<file path="src/rtl/branch_resolve_unit.sv">
// Resolves control-flow instructions in EX against the IF prediction and
// issues a registered redirect/flush, a predictor update record and counters.
module branch_resolve_unit #(
   parameter int CNT_W = 32
) (
   input  logic             clk,
   input  logic             rst,
   input  logic             valid_i,
   input  logic             stall_i,
   input  logic [31:0]      pc_i,
   input  logic [31:0]      pc4_i,
   input  logic             is_conditional_branch_i,
   input  logic             is_jal_i,
   input  logic             is_jalr_i,
   input  logic             predict_taken_i,
   input  logic [31:0]      predict_pc_i,
   input  logic [2:0]       funct3_i,
   input  logic [31:0]      rs1_i,
   input  logic [31:0]      rs2_i,
   input  logic [31:0]      imm_i,
   output logic             br_taken_o,
   output logic [31:0]      br_target_o,
   output logic             flush_o,
   output logic             upd_valid_o,
   output logic [31:0]      upd_pc_o,
   output logic             upd_taken_o,
   output logic [31:0]      upd_target_o,
   output logic [CNT_W-1:0] branch_cnt_o,
   output logic [CNT_W-1:0] mispredict_cnt_o
);

   typedef enum logic {NORMAL, SHADOW} state_t;

   state_t            state_q, state_d;
   logic [31:0]       brTarget_q, brTarget_d;
   logic              updValid_q, updValid_d;
   logic [31:0]       updPc_q, updPc_d;
   logic              updTaken_q, updTaken_d;
   logic [31:0]       updTarget_q, updTarget_d;
   logic [CNT_W-1:0]  branchCnt_q, branchCnt_d;
   logic [CNT_W-1:0]  mispCnt_q, mispCnt_d;

   logic              isCtrl, eval, condTaken, taken, mispredict;
   logic [31:0]       jalrSum, target, actualNext, predNext;

   assign isCtrl = is_conditional_branch_i | is_jal_i | is_jalr_i;
   assign eval   = valid_i & ~stall_i & (state_q == NORMAL) & isCtrl;

   always_comb begin
      condTaken = 1'b0;
      case (funct3_i)
         3'b000:  condTaken = (rs1_i == rs2_i);
         3'b001:  condTaken = (rs1_i != rs2_i);
         3'b100:  condTaken = ($signed(rs1_i) <  $signed(rs2_i));
         3'b101:  condTaken = ($signed(rs1_i) >= $signed(rs2_i));
         3'b110:  condTaken = (rs1_i <  rs2_i);
         3'b111:  condTaken = (rs1_i >= rs2_i);
         default: condTaken = 1'b0;
      endcase
   end

   // Mispredict is judged on the next PC, so a "taken" guess that points at
   // pc4 is still correct for a fall-through branch.
   assign jalrSum    = rs1_i + imm_i;
   assign target     = is_jalr_i ? {jalrSum[31:1], 1'b0} : (pc_i + imm_i);
   assign taken      = is_jal_i | is_jalr_i | (is_conditional_branch_i & condTaken);
   assign actualNext = taken ? target : pc4_i;
   assign predNext   = predict_taken_i ? predict_pc_i : pc4_i;
   assign mispredict = eval & (actualNext != predNext);

   always_comb begin
      state_d = state_q;
      case (state_q)
         NORMAL:  if (mispredict) state_d = SHADOW;
         SHADOW:  state_d = NORMAL;
         default: state_d = NORMAL;
      endcase
   end

   always_comb begin
      brTarget_d  = brTarget_q;
      updValid_d  = eval;
      updPc_d     = updPc_q;
      updTaken_d  = updTaken_q;
      updTarget_d = updTarget_q;
      branchCnt_d = branchCnt_q;
      mispCnt_d   = mispCnt_q;
      if (eval) begin
         updPc_d     = pc_i;
         updTaken_d  = taken;
         updTarget_d = target;
         branchCnt_d = branchCnt_q + CNT_W'(1);
      end
      if (mispredict) begin
         brTarget_d = actualNext;
         mispCnt_d  = mispCnt_q + CNT_W'(1);
      end
   end

   always_ff @(posedge clk) begin
      if (rst) begin
         state_q     <= NORMAL;
         brTarget_q  <= '0;
         updValid_q  <= 1'b0;
         updPc_q     <= '0;
         updTaken_q  <= 1'b0;
         updTarget_q <= '0;
         branchCnt_q <= '0;
         mispCnt_q   <= '0;
      end else begin
         state_q     <= state_d;
         brTarget_q  <= brTarget_d;
         updValid_q  <= updValid_d;
         updPc_q     <= updPc_d;
         updTaken_q  <= updTaken_d;
         updTarget_q <= updTarget_d;
         branchCnt_q <= branchCnt_d;
         mispCnt_q   <= mispCnt_d;
      end
   end

   assign br_taken_o       = (state_q == SHADOW);
   assign flush_o          = (state_q == SHADOW);
   assign br_target_o      = brTarget_q;
   assign upd_valid_o      = updValid_q;
   assign upd_pc_o         = updPc_q;
   assign upd_taken_o      = updTaken_q;
   assign upd_target_o     = updTarget_q;
   assign branch_cnt_o     = branchCnt_q;
   assign mispredict_cnt_o = mispCnt_q;

endmodule

</file>
<file path="config.mk">
export PLATFORM = sky130hd
export DESIGN_NAME = branch_resolve_unit
export DESIGN_NICKNAME = d
export VERILOG_FILES = /design/src/rtl/branch_resolve_unit.sv
export SDC_FILE = /design/constraint.sdc
export NUM_CORES = 1
export LEC_CHECK = 0
export CAP_MARGIN = 20
export CORE_ASPECT_RATIO = 0.9
export CORE_UTILIZATION = 53
export DETAILED_ROUTE_END_ITERATION = 6
export PLACE_DENSITY = 0.86
export SLEW_MARGIN = 20
export SYNTH_ARGS = -nofsm -noshare
export SYNTH_HDL_FRONTEND = slang
export SYNTH_SLANG_ARGS = --single-unit
</file>
<file path="constraint.sdc">
create_clock -name clk -period 8 [get_ports clk]
set_input_delay 0.8 -clock clk [delete_from_list [all_inputs] [get_ports clk]]
set_output_delay 0.8 -clock clk [all_outputs]
set_load 0.05 [all_outputs]
</file>
==> Flow_metrics.wiki, run 1 <==
{| class="wikitable"
! Metric !! Value
|-
| Number of buffers added to fix hold violations after cts || 0
|-
| Worst hold path endpoint || upd_pc_o[26]
|-
| Placer congestion estimate || 0.925
|-
| GRT Total Usage || 36.0%
|-
| Avg Cell Area, Syn || 7.60 um2
|-
| Final cycle utilization of the critical path || 83.8%
|-
| EDFF count, synth || 0
|-
| Std-Cell Rows || 53
|-
| Share of the yosys chip area belonging to registers || 25.4%
|-
| Clock H-tree levels || 4
|-
| Arrival time at the worst endpoint || 7.04 ns
|-
| Top post-synthesis cells by area || dfxtp_1, ha_1, nand2_1
|-
| Most frequently used cell type in the post-synthesis netlist || nand2_1
|-
| Fraction of layout cells with a size suffix above 1 || 4.21%
|-
| Port bufs || 366
|-
| WHS || 0.456 ns
|-
| Peak ir drop on the vdd network || 0.108 mV
|-
| Relative slew slack || 29.1%
|-
| Detailed-route DRC error count || 40
|-
| Area of the die || 0.0249 mm2
|-
| Post-CTS setup buffer count || 0
|-
| Via total after detailed routing || 14200
|-
| Total clock buffers created by CTS || 17
|-
| Die span in x || 166 um
|-
| Critical Setup Path Class || in2reg
|-
| Max Clk Rate || 0.149 GHz
|-
| CTS resizes || 0
|-
| Yosys warnings || 0
|-
| Final critical delay including setup and external delays || 6.71 ns
|-
| Setup repair after global routing missed its margin || false
|-
| Pin count of the biggest net entering global routing || 94
|-
| Power share of the sequential group || 31.2%
|-
| Initial antenna violation count || 9
|-
| Clock tree from TritonCTS || built
|-
| Total routed wirelength || 46100 um
|-
| Via density per instance || 6.10
|-
| Clk sink count || 163
|-
| Detail Route Antenna Nets || 0
|-
| Slew Viols, Final || 0
|-
| Count of nets after finishing || 2307
|-
| Reg-to-reg critical path endpoint || mispredict_cnt_o[28]
|-
| Number of distinct standard cells referenced by the synthesized netlist || 90
|-
| Share of power burned in the clock network || 32.4%
|-
| Number of maximum-capacitance constraint violations || 0
|-
| Root buffer selected by CTS || clkbuf_16
|-
| Leftover overflow at the end of global routing || 0
|-
| Final critical-path setup slack || 1.29 ns
|-
| Wire length of the first global-routing pass || 70300 um
|-
| Final-report setup violation count || 0
|-
| Switching Share || 37.7%
|-
| Post-synth net total || 1990
|-
| R2r startpoint || mispredict_cnt_o[3]
|-
| Fin area || 0.0173 mm2
|-
| Minimum setup slack after placement || 1.01 ns
|-
| Total I/O pin count || 367
|-
| Clk_lat worst skew || 0.44 ns
|-
| P_sw || 1.04 mW
|-
| Cell count after synthesis || 1690
|-
| Source of the worst hold timing path || upd_pc_o[26]
|-
| Layout-stage area growth over the synthesis result || 34.8%
|-
| Post-Place Cell Area || 0.0166 mm2
|-
| Die height || 150 um
|-
| Leakage component of the power || 6.70 nW
|-
| Hold/Removal Path Class || reg2reg
|-
| Critical path required time || 8.33 ns
|-
| Most instantiated cells after synthesis || nand2_1, dfxtp_1, nor2_1, a21oi_1, ha_1
|-
| Primary flip-flop cell chosen by synthesis mapping || dfxtp_1
|-
| Highest fanout seen on the critical path || 26
|-
| Power Internal || 1.73 mW
|-
| Top cell type by total area after synthesis || dfxtp_1
|-
| Wire length per cell || 19.8 um
|-
| Flip-flop and latch count after synthesis || 163
|-
| Vias in the first global route || 13000
|-
| Startpoint types || primary input
|-
| Effective utilization at floorplan || 54.6%
|-
| CP Capture Type || flop
|-
| Proportion of netlist area held by the largest area contributor || 25.4%
|-
| Final setup skew || 0.0144 ns
|-
| Fraction of registers with async set/reset || 0%
|-
| Hold violation total from the final report || 0
|-
| Worst reg-to-reg setup slack || 4.23 ns
|-
| DRT Pass-1 Iters || 7
|-
| Ratio of total power to cell area || 160 mW/mm2
|-
| Area of the mapped netlist || 0.0128 mm2
|-
| Pin slew with the least headroom to its limit || 1.05 ns
|-
| Clk buf depth || 2
|-
| Half-perimeter wire length of the detailed placement result || 35200 um
|-
| Violated checks || design-rule violations
|-
| Worst hold path stage count || 2
|-
| Setup TNS Final || 0 ns
|-
| Combinational fraction of design power || 36.4%
|-
| Depth of the most critical reg-to-reg path || 15
|-
| Drt first-iter violations || 1507
|-
| Result of the run || finished, violations left
|-
| Area of the core region || 0.0235 mm2
|-
| Clock Pin Slew Worst Setup and Hold Paths || 0.08 ns
|}
sequential cells by signal (all words and copies together), names as in the netlist:
signal and cells:
upd_taken_o 1, mispredict_cnt_o 32, upd_valid_o 1, br_taken_o 1, upd_target_o 32, branch_cnt_o 32, br_target_o 32, upd_pc_o 32
per-stage QoR:
stage / utilization [%] / power [mW] / cells
floorplan: - / 1.51 / 1690
CTS: 73.3 / 2.75 / 2321
detailed placement: 70.6 / 1.86 / 2289
global placement: 70.6 / 1.85 / 2289
global route: 73.5 / 2.88 / 2330
finish: 73.6 / 2.77 / 2332
power groups by stage:
| stage | Combinational, mW | Clock, mW | Sequential [mW] |
|---|---|---|---|
| after floorplan | 0.519 | 0 | 0.993 |
| after global placement | 0.964 | 0 | 0.881 |
| after detailed placement | 0.981 | 0 | 0.882 |
| after CTS | 0.990 | 0.900 | 0.864 |
| after global routing | 1.08 | 0.931 | 0.868 |
| final | 1.01 | 0.899 | 0.864 |
kinds of logic (layout without fill, tap and decap cells):
family | count (synthesis) | after routing | synth area share [%]
mux | 61 | 61 | 4.87
buf+inv | 147 | 477 | 4.57
xor+xnor | 122 | 122 | 8.32
flops | 163 | 163 | 25.4
other cells | 0 | 10 | 0
fa+ha+maj | 97 | 97 | 9.56
compound gates | 463 | 463 | 23.5
simple gates | 637 | 637 | 23.8
critical path, cell delays in order:
cell and delay [ns]:
clkdlybuf4s50_1 0.50, ha_1 0.20, inv_1 0.06, fa_1 0.41, nor2b_1 0.27, o31ai_4 0.13, a31o_2 0.29, a21oi_1 0.22
mux2_1 0.36, nor4_2 0.84, nand3b_1 0.25, a2111oi_4 0.38, nor4_1 0.10, a2111oi_1 0.38, nand4_1 0.21, nor3_4 0.47
a31oi_4 0.34, buf_4 0.35, nand3_1 0.13, mux2_1 0.32
area by class of cell:
type                       count  area [um2]
clock inverter                15         208
inverter                      70         263
antenna                       10        25.0
fill                        1821        6220
timing repair buffer         375        3740
tap                          302         378
clock buffer                  17         425
multi-input combinational   1380        9010
sequential                   163        3260
metal layers:
metal	share of wire, %	global-route usage (%)	up-vias	wire, um
met2	45	58.4	696	21000
met5	0.035	0	-	16
met1	42	47.1	6666	19400
met3	8.2	5.18	122	3790
met4	4.2	17.7	2	1920
li1	-	-	6729	-
placed cells by master (no fill, tap or decap), drive strengths merged, types with 17 or more instances in the layout:
| cell type | instances |
|---|---|
| o21a | 17 |
| a21o | 23 |
| and3 | 24 |
| clkbuf | 17 |
| inv | 77 |
| nor3 | 26 |
| or3 | 19 |
| nand3 | 40 |
| clkdlybuf4s50 | 363 |
| a211oi | 41 |
| o21ai | 95 |
| nand2 | 230 |
| dfxtp | 163 |
| nand4 | 33 |
| mux2i | 52 |
| nor2 | 162 |
| ha | 95 |
| xor2 | 62 |
| a21oi | 157 |
| xnor2 | 60 |
worst max-delay path by stage:
stage	startpoint	slack (ns)	to	cells past startpoint
after floorplan	pc_i[0]	2.94	mispredict_cnt_o[0]	20
after global placement	imm_i[0]	1.18	mispredict_cnt_o[4]	20
after detailed placement	imm_i[0]	1.01	mispredict_cnt_o[4]	20
after CTS	imm_i[0]	1.43	mispredict_cnt_o[4]	20
after global routing	imm_i[0]	1.0	mispredict_cnt_o[4]	20
final	imm_i[0]	1.29	mispredict_cnt_o[4]	20
(Power assumes the default switching activity.)
==> run 2, diff against run 1 <==
- CORE_UTILIZATION: 53 -> 45
- PLACE_DENSITY: 0.86 -> 0.77
- clock period: 8 -> 5.64 ns (I/O delays scaled with it)
==> run 2 against run 1 <==
Against the previous run: the flow still finishes with violations (design-rule violations); via count down 0.22%; clock-buffer cell count up 2; worst setup slack worse by 0.99 ns; critical endpoint is now mispredict_cnt_o[24].
==> Flow_metrics.wiki, run 2 (synthesis gave the netlist of run 1 again) <==
{| class="wikitable"
! Metric !! Value
|-
| Post-CTS setup buffer count || 0 (unchanged)
|-
| Clk buf depth || 2 (unchanged)
|-
| Number of buffers added to fix hold violations after cts || 0 (unchanged)
|-
| Detailed-route DRC error count || 1 (-98%)
|-
| Placer congestion estimate || 0.977 (+5.5%)
|-
| Slew Viols, Final || 0 (unchanged)
|-
| Effective utilization at floorplan || 45.9% (-8.7 points)
|-
| Via density per instance || 5.77 (-5.3%)
|-
| Clk sink count || 163 (unchanged)
|-
| Via total after detailed routing || 14200 (-0.22%)
|-
| Clk_lat worst skew || 0.45 ns (about the same)
|-
| Detail Route Antenna Nets || 0 (unchanged)
|-
| Final critical delay including setup and external delays || 5.34 ns
|-
| Final setup skew || 0.0157 ns (+0.00136 ns)
|-
| Leftover overflow at the end of global routing || 0 (unchanged)
|-
| Count of nets after finishing || 2379 (+3.1%)
|-
| Critical path required time || 5.97 ns (-2.36 ns)
|-
| Area of the core region || 0.0280 mm2 (+19%)
|-
| Ratio of total power to cell area || 226 mW/mm2 (+41%)
|-
| Clock tree from TritonCTS || built
|-
| GRT Total Usage || 31.6% (-4.4 points)
|-
| Port bufs || 366 (unchanged)
|-
| Pin count of the biggest net entering global routing || 97 (+3.2%)
|-
| Critical Setup Path Class || in2reg
|-
| Wire length per cell || 19.2 um (-3.1%)
|-
| Max Clk Rate || 0.187 GHz
|-
| Hold/Removal Path Class || reg2reg
|-
| Fraction of layout cells with a size suffix above 1 || 7.55% (+3.3 points)
|-
| Count of fill cells added during filler insertion || 2453 (+35%)
|-
| Vias in the first global route || 13500 (+3.9%)
|-
| Final cell count without fillers || 2457 (+5.4%)
|-
| Total routed wirelength || 47100 um (+2.1%)
|-
| Startpoint types || primary input
|-
| Clock H-tree levels || 4 (unchanged)
|-
| Total I/O pin count || 367 (unchanged)
|-
| CTS resizes || 0 (unchanged)
|-
| Layout-stage area growth over the synthesis result || 39.7%
|-
| Setup repair after global routing missed its margin || false
|-
| Top library cells by usage in the layout, fill and taps aside || clkdlybuf4s50_1, nand2_1, dfxtp_1
|-
| Violated checks || design-rule violations
|-
| Number of maximum-capacitance constraint violations || 0 (unchanged)
|-
| Clock Pin Slew Worst Setup and Hold Paths || 0.08 ns (about the same)
|-
| Placed cells || 2420 (+5.7%)
|-
| Final-report setup violation count || 0 (unchanged)
|-
| DRT Pass-1 Iters || 7 (unchanged)
|-
| Hold violation total from the final report || 0 (unchanged)
|-
| Peak ir drop on the vdd network || 0.219 mV (+100%)
|-
| Total clock buffers created by CTS || 17 (unchanged)
|-
| Drt first-iter violations || 1056 (-30%)
|-
| Die height || 162 um (+8.4%)
|-
| Leakage component of the power || 7.06 nW (+5.4%)
|-
| Most common cell after layout, fill and taps aside || clkdlybuf4s50_1
|-
| Initial antenna violation count || 5 (-4)
|-
| Die span in x || 180 um (+8.4%)
|-
| Relative slew slack || 29.6% (+0.53 points)
|-
| Wire length of the first global-routing pass || 73200 um (+4.0%)
|-
| Half-perimeter wire length of the detailed placement result || 37000 um (+5.0%)
|-
| Std-Cell Rows || 58 (+9.4%)
|-
| CP Capture Type || flop
|-
| Result of the run || finished, violations left
|-
| WHS || 0.456 ns (-0.0000890 ns)
|-
| Area of the die || 0.0292 mm2 (+18%)
|-
| Final cycle utilization of the critical path || 94.7%
|-
| Highest fanout seen on the critical path || 12 (-54%)
|-
| Root buffer selected by CTS || clkbuf_16
|-
| Arrival time at the worst endpoint || 5.66 ns (-1.38 ns)
|-
| Pin slew with the least headroom to its limit || 1.06 ns (+0.00316 ns)
|}
==> run 2: cell types whose count changed in the layout (fill, tap and decap cells not counted), sizes merged <==
cell / previous run / this run
diode: 10 / 5
clkinv: 5 / 2
clkbuf: 17 / 19
buf: 12 / 84
bufinv: 2 / 3
==> run 2: stage by stage <==
step                      util (%)  area [um2]  TNS [ns]  total power, mW  setup slack [ns]
after CTS                     64.0       17900         0             4.04             0.101
after floorplan                  -       12800         0             2.15             0.817
final                         64.1       17900         0             4.05             0.300
after detailed placement      61.7       17300     -6.60             2.75            -0.235
after global routing          64.1       17900         0             4.23            0.0709
after global placement        61.7       17300    -0.388             2.72           -0.0911
==> run 2: power breakdown <==
group	switching [mW]	internal [mW]	total, mW
Sequential	0.0277	1.20	1.23
Clock	0.561	0.738	1.30
Combinational	0.879	0.647	1.53
==> run 2: metal layers <==
metal | share of wire, % | global-route usage [%]
met1 | 45 | 42.5
met2 | 45 | 51.1
met3 | 6.6 | 4.60
met4 | 3.3 | 12.4
met5 | 0 | 0
==> run 2: worst max-delay path, stage by stage <==
cell             delay (ns)
clkdlybuf4s50_1        0.46
inv_1                  0.05
ha_1                   0.31
nand4_1                0.23
inv_1                  0.08
a221oi_1               0.45
a31oi_1                0.29
nor3b_2                0.35
mux2_4                 0.38
a31o_1                 0.42
o22ai_1                0.25
o22ai_1                0.09
nor4_1                 0.37
buf_4                  0.18
o211ai_1               0.13
nor3_4                 0.22
a31oi_4                0.21
buf_4                  0.25
and3_1                 0.17
o21ba_1                0.19
==> run 2: worst paths after layout <==
check / slack, ns / start / cells past startpoint / endpoint
worst max-delay path: 0.30 / rs2_i[14] / 20 / mispredict_cnt_o[24]
worst min-delay path: 0.46 / upd_pc_o[12] / 2 / upd_pc_o[12]
worst max register to register: 1.86 / mispredict_cnt_o[3] / 14 / mispredict_cnt_o[25]
worst min register to register: 0.46 / upd_pc_o[12] / 2 / upd_pc_o[12]
==> run 2: cell type report <==
cell class / count / area, um2 / share of cell area (%)
antenna: 5 / 12.5 / 0.0697
clock buffer: 19 / 453 / 2.52
clock inverter: 13 / 184 / 1.03
inverter: 70 / 263 / 1.46
multi-input combinational: 1380 / 9020 / 50.3
sequential: 163 / 3260 / 18.2
tap: 360 / 450 / 2.51
timing repair buffer: 447 / 4300 / 24.0
